==> config.mk <==
export PLATFORM = sky130hd
export DESIGN_NAME = pipelined_add_sub
export DESIGN_NICKNAME = d
export VERILOG_FILES = /design/src/rtl/pipelined_add_sub.sv
export SDC_FILE = /design/constraint.sdc
export NUM_CORES = 1
export LEC_CHECK = 0
export CAP_MARGIN = 25
export CELL_PAD_IN_SITES_DETAIL_PLACEMENT = 1
export CELL_PAD_IN_SITES_GLOBAL_PLACEMENT = 1
export CORE_MARGIN = 1.5
export CORE_UTILIZATION = 40
export DETAILED_ROUTE_END_ITERATION = 10
export GPL_ROUTABILITY_DRIVEN = 0
export PLACE_DENSITY = 0.77
export SYNTH_ARGS = -nofsm -noshare
export SYNTH_HDL_FRONTEND = slang
export SYNTH_SLANG_ARGS = --single-unit
==> constraint.sdc <==
create_clock -name clk -period 33.2 [get_ports clk]
set_input_delay 6.64 -clock clk [delete_from_list [all_inputs] [get_ports clk]]
set_output_delay 6.64 -clock clk [all_outputs]
set_load 0.01 [all_outputs]
==> src/rtl/pipelined_add_sub.sv <==
// pipelined_add_sub: WIDTH-bit adder/subtractor split into STAGES carry chunks.
// Each stage adds one CW-bit chunk and registers its carry for the next stage.
// Not-yet-added operand bits and finished result bits travel in per-stage skew
// registers. A global stall (advance) freezes every stage register, so beats
// never reorder, drop or duplicate.
//
// Optional feature: define PIPE_ADDER_SAT_EN to saturate the result on signed
// overflow. Saturation is applied in the final stage, so latency is unchanged.
// Without the macro the result wraps modulo 2^WIDTH.
//
// Ports:
//   clk, reset          clock (rising edge), asynchronous active-high reset
//   in_valid, in_ready  operand handshake (in_ready = advance, combinational)
//   a, b, sub           operands; sub=1 computes a + ~b + 1
//   out_valid/out_ready result handshake
//   result              registered sum/difference
//   flag_n/z/c/v        registered negative, zero, carry-out, signed overflow
module pipelined_add_sub #(
  parameter int unsigned WIDTH  = 64,
  parameter int unsigned STAGES = 4
) (
  input  logic             clk,
  input  logic             reset,
  input  logic             in_valid,
  output logic             in_ready,
  input  logic [WIDTH-1:0] a,
  input  logic [WIDTH-1:0] b,
  input  logic             sub,
  output logic             out_valid,
  input  logic             out_ready,
  output logic [WIDTH-1:0] result,
  output logic             flag_n,
  output logic             flag_z,
  output logic             flag_c,
  output logic             flag_v
);

  localparam int unsigned CW = WIDTH / STAGES;

  if ((WIDTH % STAGES) != 0) begin : g_bad_cfg
    $error("pipelined_add_sub: WIDTH must be a multiple of STAGES");
  end

  // Whole pipe moves together; it may move whenever the output slot is free.
  logic advance;
  assign advance  = !out_valid || out_ready;
  assign in_ready = advance;

  for (genvar k = 0; k < STAGES; k++) begin : g_stage
    // Operand bits still to be added on entry to stage k, and result bits
    // finished after stage k.
    localparam int unsigned REM  = WIDTH - k * CW;
    localparam int unsigned DONE = (k + 1) * CW;

    logic [REM-1:0]  a_in;
    logic [REM-1:0]  b_in;
    logic            c_in;
    logic            z_in;
    logic            vld_in;
    logic [DONE-1:0] acc_d;
    logic [CW:0]     csum;
    logic            z_d;

    if (k == 0) begin : g_src
      // Subtract is a + ~b + 1: invert b once here, carry-in of 1 below.
      assign a_in   = a;
      assign b_in   = sub ? ~b : b;
      assign c_in   = sub;
      assign z_in   = 1'b1;
      assign vld_in = in_valid;
      assign acc_d  = csum[CW-1:0];
    end else begin : g_src
      assign a_in   = g_stage[k-1].g_reg.a_q;
      assign b_in   = g_stage[k-1].g_reg.b_q;
      assign c_in   = g_stage[k-1].g_reg.c_q;
      assign z_in   = g_stage[k-1].g_reg.z_q;
      assign vld_in = g_stage[k-1].g_reg.vld_q;
      assign acc_d  = {csum[CW-1:0], g_stage[k-1].g_reg.acc_q};
    end

    // One chunk of the carry chain; csum[CW] is the chunk carry-out.
    assign csum = {1'b0, a_in[CW-1:0]} + {1'b0, b_in[CW-1:0]} + (CW+1)'(c_in);
    // Zero detect accumulates one chunk per stage.
    assign z_d  = z_in & (csum[CW-1:0] == '0);

    if (k < STAGES - 1) begin : g_reg
      logic                vld_q;
      logic                c_q;
      logic                z_q;
      logic [REM-CW-1:0]   a_q;
      logic [REM-CW-1:0]   b_q;
      logic [DONE-1:0]     acc_q;

      // Intermediate stage: carry, partial zero, skewed operands and result.
      always_ff @(posedge clk or posedge reset) begin
        if (reset) begin
          vld_q <= 1'b0;
          c_q   <= 1'b0;
          z_q   <= 1'b0;
          a_q   <= '0;
          b_q   <= '0;
          acc_q <= '0;
        end else if (advance) begin
          vld_q <= vld_in;
          c_q   <= csum[CW];
          z_q   <= z_d;
          a_q   <= a_in[REM-1:CW];
          b_q   <= b_in[REM-1:CW];
          acc_q <= acc_d;
        end
      end
    end else begin : g_out
      logic             c_msb;
      logic             ovf;
      logic [WIDTH-1:0] res_d;
      logic             z_fin;

      // Carry into the MSB recovered from the MSB sum bit and its operands.
      assign c_msb = csum[CW-1] ^ a_in[CW-1] ^ b_in[CW-1];
      assign ovf   = c_msb ^ csum[CW];

`ifdef PIPE_ADDER_SAT_EN
      // Saturate toward the sign of A; a saturated value is never zero.
      always_comb begin
        res_d = acc_d;
        z_fin = z_d;
        if (ovf) begin
          res_d = {a_in[CW-1], {(WIDTH-1){~a_in[CW-1]}}};
          z_fin = 1'b0;
        end
      end
`else
      assign res_d = acc_d;
      assign z_fin = z_d;
`endif

      // Final stage doubles as the output register; held while stalled.
      always_ff @(posedge clk or posedge reset) begin
        if (reset) begin
          out_valid <= 1'b0;
          result    <= '0;
          flag_n    <= 1'b0;
          flag_z    <= 1'b1;
          flag_c    <= 1'b0;
          flag_v    <= 1'b0;
        end else if (advance) begin
          out_valid <= vld_in;
          result    <= res_d;
          flag_n    <= res_d[WIDTH-1];
          flag_z    <= z_fin;
          flag_c    <= csum[CW];
          flag_v    <= ovf;
        end
      end
    end
  end

endmodule

==> results.json, run 1 <==
{
  "route.detailed.drc": 0,
  "synthesis.instances": 1917,
  "power_frac_seq": 0.358,
  "synth-seq-area-share": 0.535,
  "stdcell_area_mm2": 0.0211,
  "whs_ps": 464,
  "yosysWarnings": 0,
  "ctsHoldBuffers": 0,
  "area_delta_synth_final_pct": 23.6,
  "yosys.cell_count.top_type": "nand2_1",
  "dr.pass1.iters": 4,
  "drive_gt1_frac": 0.0524,
  "slew_viol_final": 0,
  "fin_skew_ps": 11.6,
  "drv_cap": 0,
  "rsz0062_at_grt": "false",
  "cts_root_buffer": "clkbuf_16",
  "required_ps": 26560,
  "intPower_w": 0.00132,
  "synthFlopType": "dfrtp_1",
  "cts_setup_buffers": 0,
  "vdd_drop_max_v": 0.0000460,
  "worst_ep_arrival_time_ps": 8170,
  "cts_sinks": 365,
  "grt_max_degree": 215,
  "wl_per_cell_um": 15.8,
  "pwr-share-clk": 0.234,
  "grt_usage": 0.197,
  "reg2reg_depth": 10,
  "synth_top_area_cell": "dfrtp_1",
  "die_width_um": 210,
  "avgSynthCellArea_um2": 8.91,
  "critPathKind": "input port to output pin",
  "p_leak_nw": 10.2,
  "cts_resized": 0,
  "fmax_mhz": 67.5,
  "dieArea_mm2": 0.0440,
  "synth_enable_flop_cells": 0,
  "rows": 75,
  "tightest_slew_ps": 1030,
  "outcome": "finished clean",
  "crit-reg2reg-capture": "flag_v$_DFFE_PP0P_",
  "max-slew-margin-rel": 0.313,
  "hold_start": "g_stage[1].g_reg.b_q[30]$_DFFE_PP0P_",
  "initial_core_util": 0.406,
  "syn_area_mm2": 0.0171,
  "ys_types": 74,
  "setup_tns_ps": 0,
  "power_density_mw_per_mm2": 100,
  "critPathCaptureType": "output pin",
  "report.final.setup_viol": 0,
  "yosys.area.top_type_share": 0.533,
  "async_flop_share": 1.00,
  "drt_iter0_markers": 643,
  "grt-ovfl-total": 0,
  "hold_depth": 2,
  "final_core_util": 0.503,
  "grt_first_pass_wirelength_um": 70600,
  "p_total_w": 0.00212,
  "clk_pin_slew_ps": 60,
  "ys_ff_latch": 365,
  "cts_buffer_depth": 3,
  "core-area_mm2": 0.0420,
  "r2r_start": "g_stage[2].g_reg.c_q$_DFFE_PP0P_",
  "swShare": 0.377,
  "finalCriticalPeriod_ps": 14810,
  "worst_hold_path.endpoint": "g_stage[1].g_reg.b_q[30]$_DFFE_PP0P_",
  "fin_nets": 2284,
  "cts_tree": "done",
  "p_switching_w": 0.000800,
  "r2r_setup_slack_ps": 29630,
  "antenna_found_initial": 5,
  "synth_nets": 2117,
  "yosys-top-cells-count": "nand2_1, dfrtp_1, o21ai_0",
  "wl_um": 41900,
  "cp-start-kind": "input port",
  "combPwrFrac": 0.409,
  "grt_pass1_vias": 14322,
  "clock_latency_ps": 570,
  "hold_violations": 0,
  "dpl_cell_area_mm2": 0.0196,
  "numCtsBuffers": 42,
  "die_y_um": 210,
  "ant_nets": 0,
  "htreeDepth": 2,
  "ys_top_cells_by_area": "dfrtp_1, nand2_1, ha_1",
  "ioPinCount": 203,
  "place_hpwl_um": 27800,
  "port-buffer-count": 202,
  "post-route-period-util": 0.446,
  "via_per_inst": 5.00,
  "cp_max_fo": 70,
  "via_count": 13302,
  "hold_class": "flop to flop"
}
placed cells by master (no fill, tap or decap), drive strengths merged, types with 4 or more instances in the layout:
master           n
a31oi            6
o311ai           7
dfrtp          364
xor2            30
nor2            38
clkbuf          63
o21ai          101
nand2b           6
bufinv           4
diode            4
a21oi           43
and3             9
nor3            17
xnor2           80
and2             4
clkinv           7
nand4            6
ha              60
a2111oi          4
o21bai           8
o31ai            9
mux2i            5
nand2          898
nand3           17
or3              7
buf             12
clkdlybuf4s50  201
nor2b            6
inv             14
a21o            16
fa               7
nor4             7
a211oi          13
o21a             6
worst max-delay path: stages:
cell,delay (ps)
clkdlybuf4s50_1,500
nor2b_4,90
inv_8,300
clkdlybuf4s50_1,620
per-stage QoR:
stage,cells,worst slack (ps)
after floorplan,1917,16430
final,2660,18390
after detailed placement,2577,18360
after global placement,2577,18350
after global routing,2659,18310
after CTS,2654,18360
cells by family after synthesis:
family | count (synthesis) | share of synthesized area
muxes | 8 | 0.00586
AOI/OAI and AO/OA | 235 | 0.0879
and+or+nand+nor | 1028 | 0.239
adders and majority gates | 67 | 0.0521
buffers and inverters | 103 | 0.0229
xor gates and xnor gates | 111 | 0.0577
DFF | 365 | 0.535
state kept, by name (all words and copies together), names as in the netlist, 3 cells and up:
name and flops:
g_stage.g_reg.c_q 3, g_stage.g_reg.z_q 3, g_stage.g_reg.acc_q 96, result 64, g_stage.g_reg.vld_q 3, g_stage.g_reg.a_q 96, g_stage.g_reg.b_q 96
power by group through the flow:
stage | sequential [W] | combinational (W) | clock (W)
2_1_floorplan | 0.000752 | 0.000593 | 0
3_3_place_gp | 0.000759 | 0.000827 | 0
3_5_place_dp | 0.000767 | 0.000866 | 0
4_1_cts | 0.000762 | 0.000879 | 0.000509
5_1_grt | 0.000786 | 0.000986 | 0.000523
6_report | 0.000759 | 0.000868 | 0.000496
how the worst max path moves through the flow:
stage	cells past startpoint	endpoint	slack, ps	from
final	4	in_ready	18390	out_ready
after floorplan	1	flag_c$_DFFE_PP0P_	16430	reset
after detailed placement	4	in_ready	18360	out_ready
after global routing	4	in_ready	18310	out_ready
after CTS	4	in_ready	18360	out_ready
after global placement	4	in_ready	18350	out_ready
per-layer routing:
metal | global-route usage | wire length, um
met5 | 0 | 12
met4 | 0.0841 | 1500
met3 | 0.0275 | 1230
met2 | 0.336 | 20400
met1 | 0.251 | 18700
layout make-up:
type	instances	area, um2
flip-flops and latches	365	9140
well taps	539	674
diodes	4	10.0
clock inverters	14	183
repair buffers	213	2170
inverters	13	63.8
clock buffers	63	1320
multi-input cells	1449	7570
fillers	4867	20900
Note: power is estimated with default switching activity, not from simulation.
==> run 2, diff against run 1 <==
clock period = 14.65 ns   (was 33.2 ns; I/O delays follow)
==> results.json, run 2 (same netlist as run 1, synthesis figures left out) <==
{
  "outcome": "finished clean",
  "antenna_found_initial": 2,
  "via_count": 13267,
  "final_common_cell": "nand2_1",
  "grt_first_pass_wirelength_um": 70200,
  "cts_setup_buffers": 0,
  "slowest_delay_ps": 670,
  "grt_max_degree": 225,
  "layout_common_cells": "nand2_1, dfrtp_1, clkdlybuf4s50_1",
  "cts_root_buffer": "clkbuf_16",
  "fin_skew_ps": 16.0,
  "hold_class": "flop to flop",
  "rows": 75,
  "ioPinCount": 203,
  "cts_buffer_depth": 3,
  "path_cells": "clkdlybuf4s50_1, nor2b_4, inv_8, clkdlybuf4s50_1",
  "fmax_mhz": 130,
  "die_width_um": 210,
  "grt_pass1_vias": 14241,
  "grt_usage": 0.195,
  "dr.pass1.iters": 4,
  "place_hpwl_um": 28600,
  "route.detailed.drc": 0,
  "cts_sinks": 365,
  "ant_nets": 0,
  "tightest_slew_ps": 981,
  "fin_nets": 2282,
  "stdcell_area_mm2": 0.0210,
  "cp_max_fo": 131,
  "power_density_mw_per_mm2": 226,
  "via_per_inst": 5.00,
  "dieArea_mm2": 0.0440,
  "wl_um": 42300,
  "required_ps": 11720,
  "port-buffer-count": 202,
  "drt_iter0_markers": 622,
  "drv_cap": 0,
  "ctsHoldBuffers": 0,
  "critPathKind": "input port to output pin",
  "setup_tns_ps": 0,
  "rsz0062_at_grt": "false",
  "cts_tree": "done",
  "p_leak_nw": 10.1,
  "post-route-period-util": 0.526,
  "slew_viol_final": 0,
  "initial_core_util": 0.406,
  "drive_gt1_frac": 0.0487,
  "die_y_um": 210,
  "cp-start-kind": "input port",
  "dpl_cell_area_mm2": 0.0196,
  "clk_pin_slew_ps": 50,
  "worst_ep_arrival_time_ps": 4770,
  "cpMaxStageDelayCell": "clkdlybuf4s50_1",
  "hold_violations": 0,
  "report.final.setup_viol": 0,
  "max-slew-margin-rel": 0.346,
  "clock_latency_ps": 560,
  "area_delta_synth_final_pct": 22.6,
  "core-area_mm2": 0.0420,
  "numCtsBuffers": 42,
  "reg_top3": "g_stage.g_reg.a_q x96, g_stage.g_reg.acc_q x96, g_stage.g_reg.b_q x96",
  "grt-ovfl-total": 0,
  "htreeDepth": 2,
  "vdd_drop_max_v": 0.000221,
  "critPathCaptureType": "output pin",
  "wl_per_cell_um": 15.9,
  "crit_top_cell": "clkdlybuf4s50_1",
  "finalCriticalPeriod_ps": 7700,
  "cts_resized": 0
}
[run 2: cell count changes in the layout (fill, tap and decap cells not counted)]
cell	before	now
clkbuf_1	5	10
clkinv_4	1	2
bufinv_16	4	1
clkinv_2	6	5
buf_16	2	0
diode_2	4	3
clkinvlp_4	2	4
inv_6	1	0
clkbuf_8	13	9
[run 2: layer usage]
layer	routed length (um)	part of all wire	up-vias	GRT usage
met5	0	0	-	0
met4	1160	0.027	0	0.0675
met3	1240	0.029	68	0.0254
met2	20700	0.49	174	0.341
met1	19200	0.45	6465	0.250
li1	-	-	6560	-
[run 2: path summary, 6_finish.rpt]
kind / cells after the start / slack (ps) / from / to
worst max-delay path: 4 / 6950 / out_ready / in_ready
worst min-delay path: 2 / 460 / g_stage[2].g_reg.acc_q[17]$_DFFE_PP0P_ / g_stage[2].g_reg.acc_q[17]$_DFFE_PP0P_
worst max register to register: 10 / 11090 / g_stage[2].g_reg.c_q$_DFFE_PP0P_ / flag_v$_DFFE_PP0P_
worst min register to register: 2 / 460 / g_stage[2].g_reg.acc_q[17]$_DFFE_PP0P_ / g_stage[2].g_reg.acc_q[17]$_DFFE_PP0P_
max in group asynchronous: 4 / 9530 / reset / g_stage[0].g_reg.a_q[6]$_DFFE_PP0P_
min in group asynchronous: 2 / 2890 / reset / result[19]$_DFFE_PP0P_
[run 2: where the power goes]
group          total (W)  internal, W  switching (W)
registers        0.00173      0.00146       0.000272
clock network    0.00104     0.000624       0.000415
logic            0.00197     0.000841        0.00113
total            0.00473      0.00292        0.00181
[run 2: critical path, delay by kind of cell]
family / cells / cell delay (ps)
AND/OR/NAND/NOR: 1 / 90
buffers and inverters: 3 / 1710
[run 2: layout make-up]
cell class              instances  area [um2]
clock buffers                  64        1290
flip-flops and latches        365        9140
fillers                      4926       21100
repair buffers                211        2110
well taps                     539         674
diodes                          3        7.51
clock inverters                12         103
inverters                      13        63.8
multi-input cells            1449        7570
[run 2: metrics by stage]
| step | hold slack (ps) | util | total power [W] | cells | setup slack, ps |
|---|---|---|---|---|---|
| 5_1_grt | 485 | 0.498 | 0.00511 | 2654 | 6850 |
| 4_1_cts | 468 | 0.498 | 0.00480 | 2653 | 6910 |
| 3_5_place_dp | 455 | 0.465 | 0.00372 | 2577 | 6910 |
| 3_3_place_gp | 449 | 0.465 | 0.00361 | 2577 | 6910 |
| 6_report | 463 | 0.498 | 0.00473 | 2656 | 6950 |
| 2_1_floorplan | 430 | - | 0.00305 | 1917 | 1590 |
==> run 3, diff against run 2 <==
CORE_UTILIZATION = 39   (was 40)
PLACE_DENSITY = 0.78   (was 0.77)
clock period = 6.61 ns   (was 14.65 ns; I/O delays follow)
==> results.json, run 3 (same netlist as run 1, synthesis figures left out) <==
{
  "outcome": "finished clean",
  "area_delta_synth_final_pct": 23.3,
  "cts_resized": 0,
  "grt-ovfl-total": 0,
  "intPower_w": 0.00655,
  "die_y_um": 212,
  "place_hpwl_um": 28900,
  "fin_skew_ps": 14.1,
  "reg_top3": "g_stage.g_reg.a_q x96, g_stage.g_reg.acc_q x96, g_stage.g_reg.b_q x96",
  "via_per_inst": 4.91,
  "ant_nets": 0,
  "worst_ep_arrival_time_ps": 5040,
  "cts_setup_buffers": 0,
  "htreeDepth": 2,
  "final_common_cell": "nand2_1",
  "core-area_mm2": 0.0432,
  "wl_um": 42600,
  "ioPinCount": 203,
  "wl_per_cell_um": 15.8,
  "cp_max_fo": 4,
  "grt_usage": 0.194,
  "combPwrFrac": 0.414,
  "finalCriticalPeriod_ps": 4560,
  "drt_iter0_markers": 741,
  "rsz0062_at_grt": "false",
  "initial_core_util": 0.396,
  "pwr-share-clk": 0.225,
  "p_leak_nw": 10.1,
  "hold_violations": 0,
  "die_width_um": 212,
  "hold_class": "flop to flop",
  "fin_nets": 2284,
  "post-route-period-util": 0.690,
  "cts_buffer_depth": 3,
  "p_switching_w": 0.00404,
  "power_frac_seq": 0.361,
  "rows": 76,
  "critPathCaptureType": "flop",
  "final_core_util": 0.488,
  "cp_num_buf_inv": 2,
  "layout_common_cells": "nand2_1, dfrtp_1, clkdlybuf4s50_1",
  "ctsHoldBuffers": 0,
  "grt_pass1_vias": 14108,
  "antenna_found_initial": 1,
  "setup_tns_ps": 0,
  "drv_cap": 0,
  "route.detailed.drc": 0,
  "required_ps": 7090,
  "numCtsBuffers": 42,
  "via_count": 13242,
  "power_density_mw_per_mm2": 503,
  "tightest_slew_ps": 1140,
  "vdd_drop_max_v": 0.000188,
  "drive_gt1_frac": 0.0512,
  "cpMaxStageDelayCell": "clkdlybuf4s50_1",
  "cp-start-kind": "input port",
  "fmax_mhz": 219,
  "slowest_delay_ps": 600,
  "cts_tree": "done",
  "path_cells": "clkdlybuf4s50_1, mux2i_4, inv_1, fa_1, a21o_1, a311oi_2, nor2b_1, a311oi_1, mux2i_1, nand3_1, or4b_1, o21ai_1",
  "cts_sinks": 365,
  "swShare": 0.381,
  "grt_first_pass_wirelength_um": 70600,
  "report.final.setup_viol": 0,
  "port-buffer-count": 202,
  "dieArea_mm2": 0.0451,
  "clk_pin_slew_ps": 60,
  "crit_family": "compound AO/OA/AOI/OAI gates",
  "clock_latency_ps": 560,
  "cts_root_buffer": "clkbuf_16",
  "dr.pass1.iters": 4,
  "slew_viol_final": 0,
  "critPathKind": "input port to flop",
  "grt_max_degree": 245,
  "max-slew-margin-rel": 0.241
}
## run 3: power groups by stage
stage,Clock (W),Sequential (W),Combinational (W)
global route,0.00252,0.00396,0.00495
detailed placement,0,0.00386,0.00439
CTS,0.00245,0.00384,0.00444
finish,0.00238,0.00382,0.00438
global placement,0,0.00382,0.00420
floorplan,0,0.00378,0.00298
## run 3: worst reg2reg max path, delay by kind of cell (launching register included)
kind            cells  cell delay [ps]
compound gates      5             1220
flops               1              410
mux                 1              260
xor+xnor            1              400
fa+ha+maj           2              990
simple gates        1              210
## run 3: layout make-up
type	instances	area, um2
antenna	1	2.50
clock buffer	55	1220
clock inverter	16	190
fill	5008	22100
inverter	13	60.1
multi-input combinational	1449	7570
sequential	365	9140
tap	585	732
timing repair buffer	213	2150
## run 3: final timing paths
kind	from	end	slack [ps]	cells past startpoint
worst min-delay path	g_stage[1].g_reg.acc_q[15]$_DFFE_PP0P_	g_stage[1].g_reg.acc_q[15]$_DFFE_PP0P_	460	2
worst max register to register	g_stage[2].g_reg.c_q$_DFFE_PP0P_	flag_v$_DFFE_PP0P_	3010	10
min in group asynchronous	reset	g_stage[2].g_reg.acc_q[14]$_DFFE_PP0P_	1010	2
worst max-delay path	b[0]	g_stage[0].g_reg.z_q$_DFFE_PP0P_	2050	12
worst min register to register	g_stage[1].g_reg.acc_q[15]$_DFFE_PP0P_	g_stage[1].g_reg.acc_q[15]$_DFFE_PP0P_	460	2
max in group asynchronous	reset	g_stage[0].g_reg.a_q[10]$_DFFE_PP0P_	4310	4
## run 3: routing by layer
metal,track usage,part of all wire
met5,0,0
met1,0.249,0.45
met3,0.0250,0.032
met2,0.337,0.49
met4,0.0697,0.027
## run 3: through the flow
| stage | area [um2] | worst slack [ps] | total power [W] | hold WS (ps) | std cells |
|---|---|---|---|---|---|
| 2_1_floorplan | 17100 | 393 | 0.00675 | 430 | 1917 |
| 3_3_place_gp | 19600 | 1580 | 0.00802 | 446 | 2624 |
| 3_5_place_dp | 19600 | 1510 | 0.00826 | 455 | 2624 |
| 4_1_cts | 21000 | 2080 | 0.0107 | 453 | 2695 |
| 5_1_grt | 21100 | 1810 | 0.0114 | 483 | 2696 |
| 6_report | 21100 | 2050 | 0.0106 | 465 | 2697 |
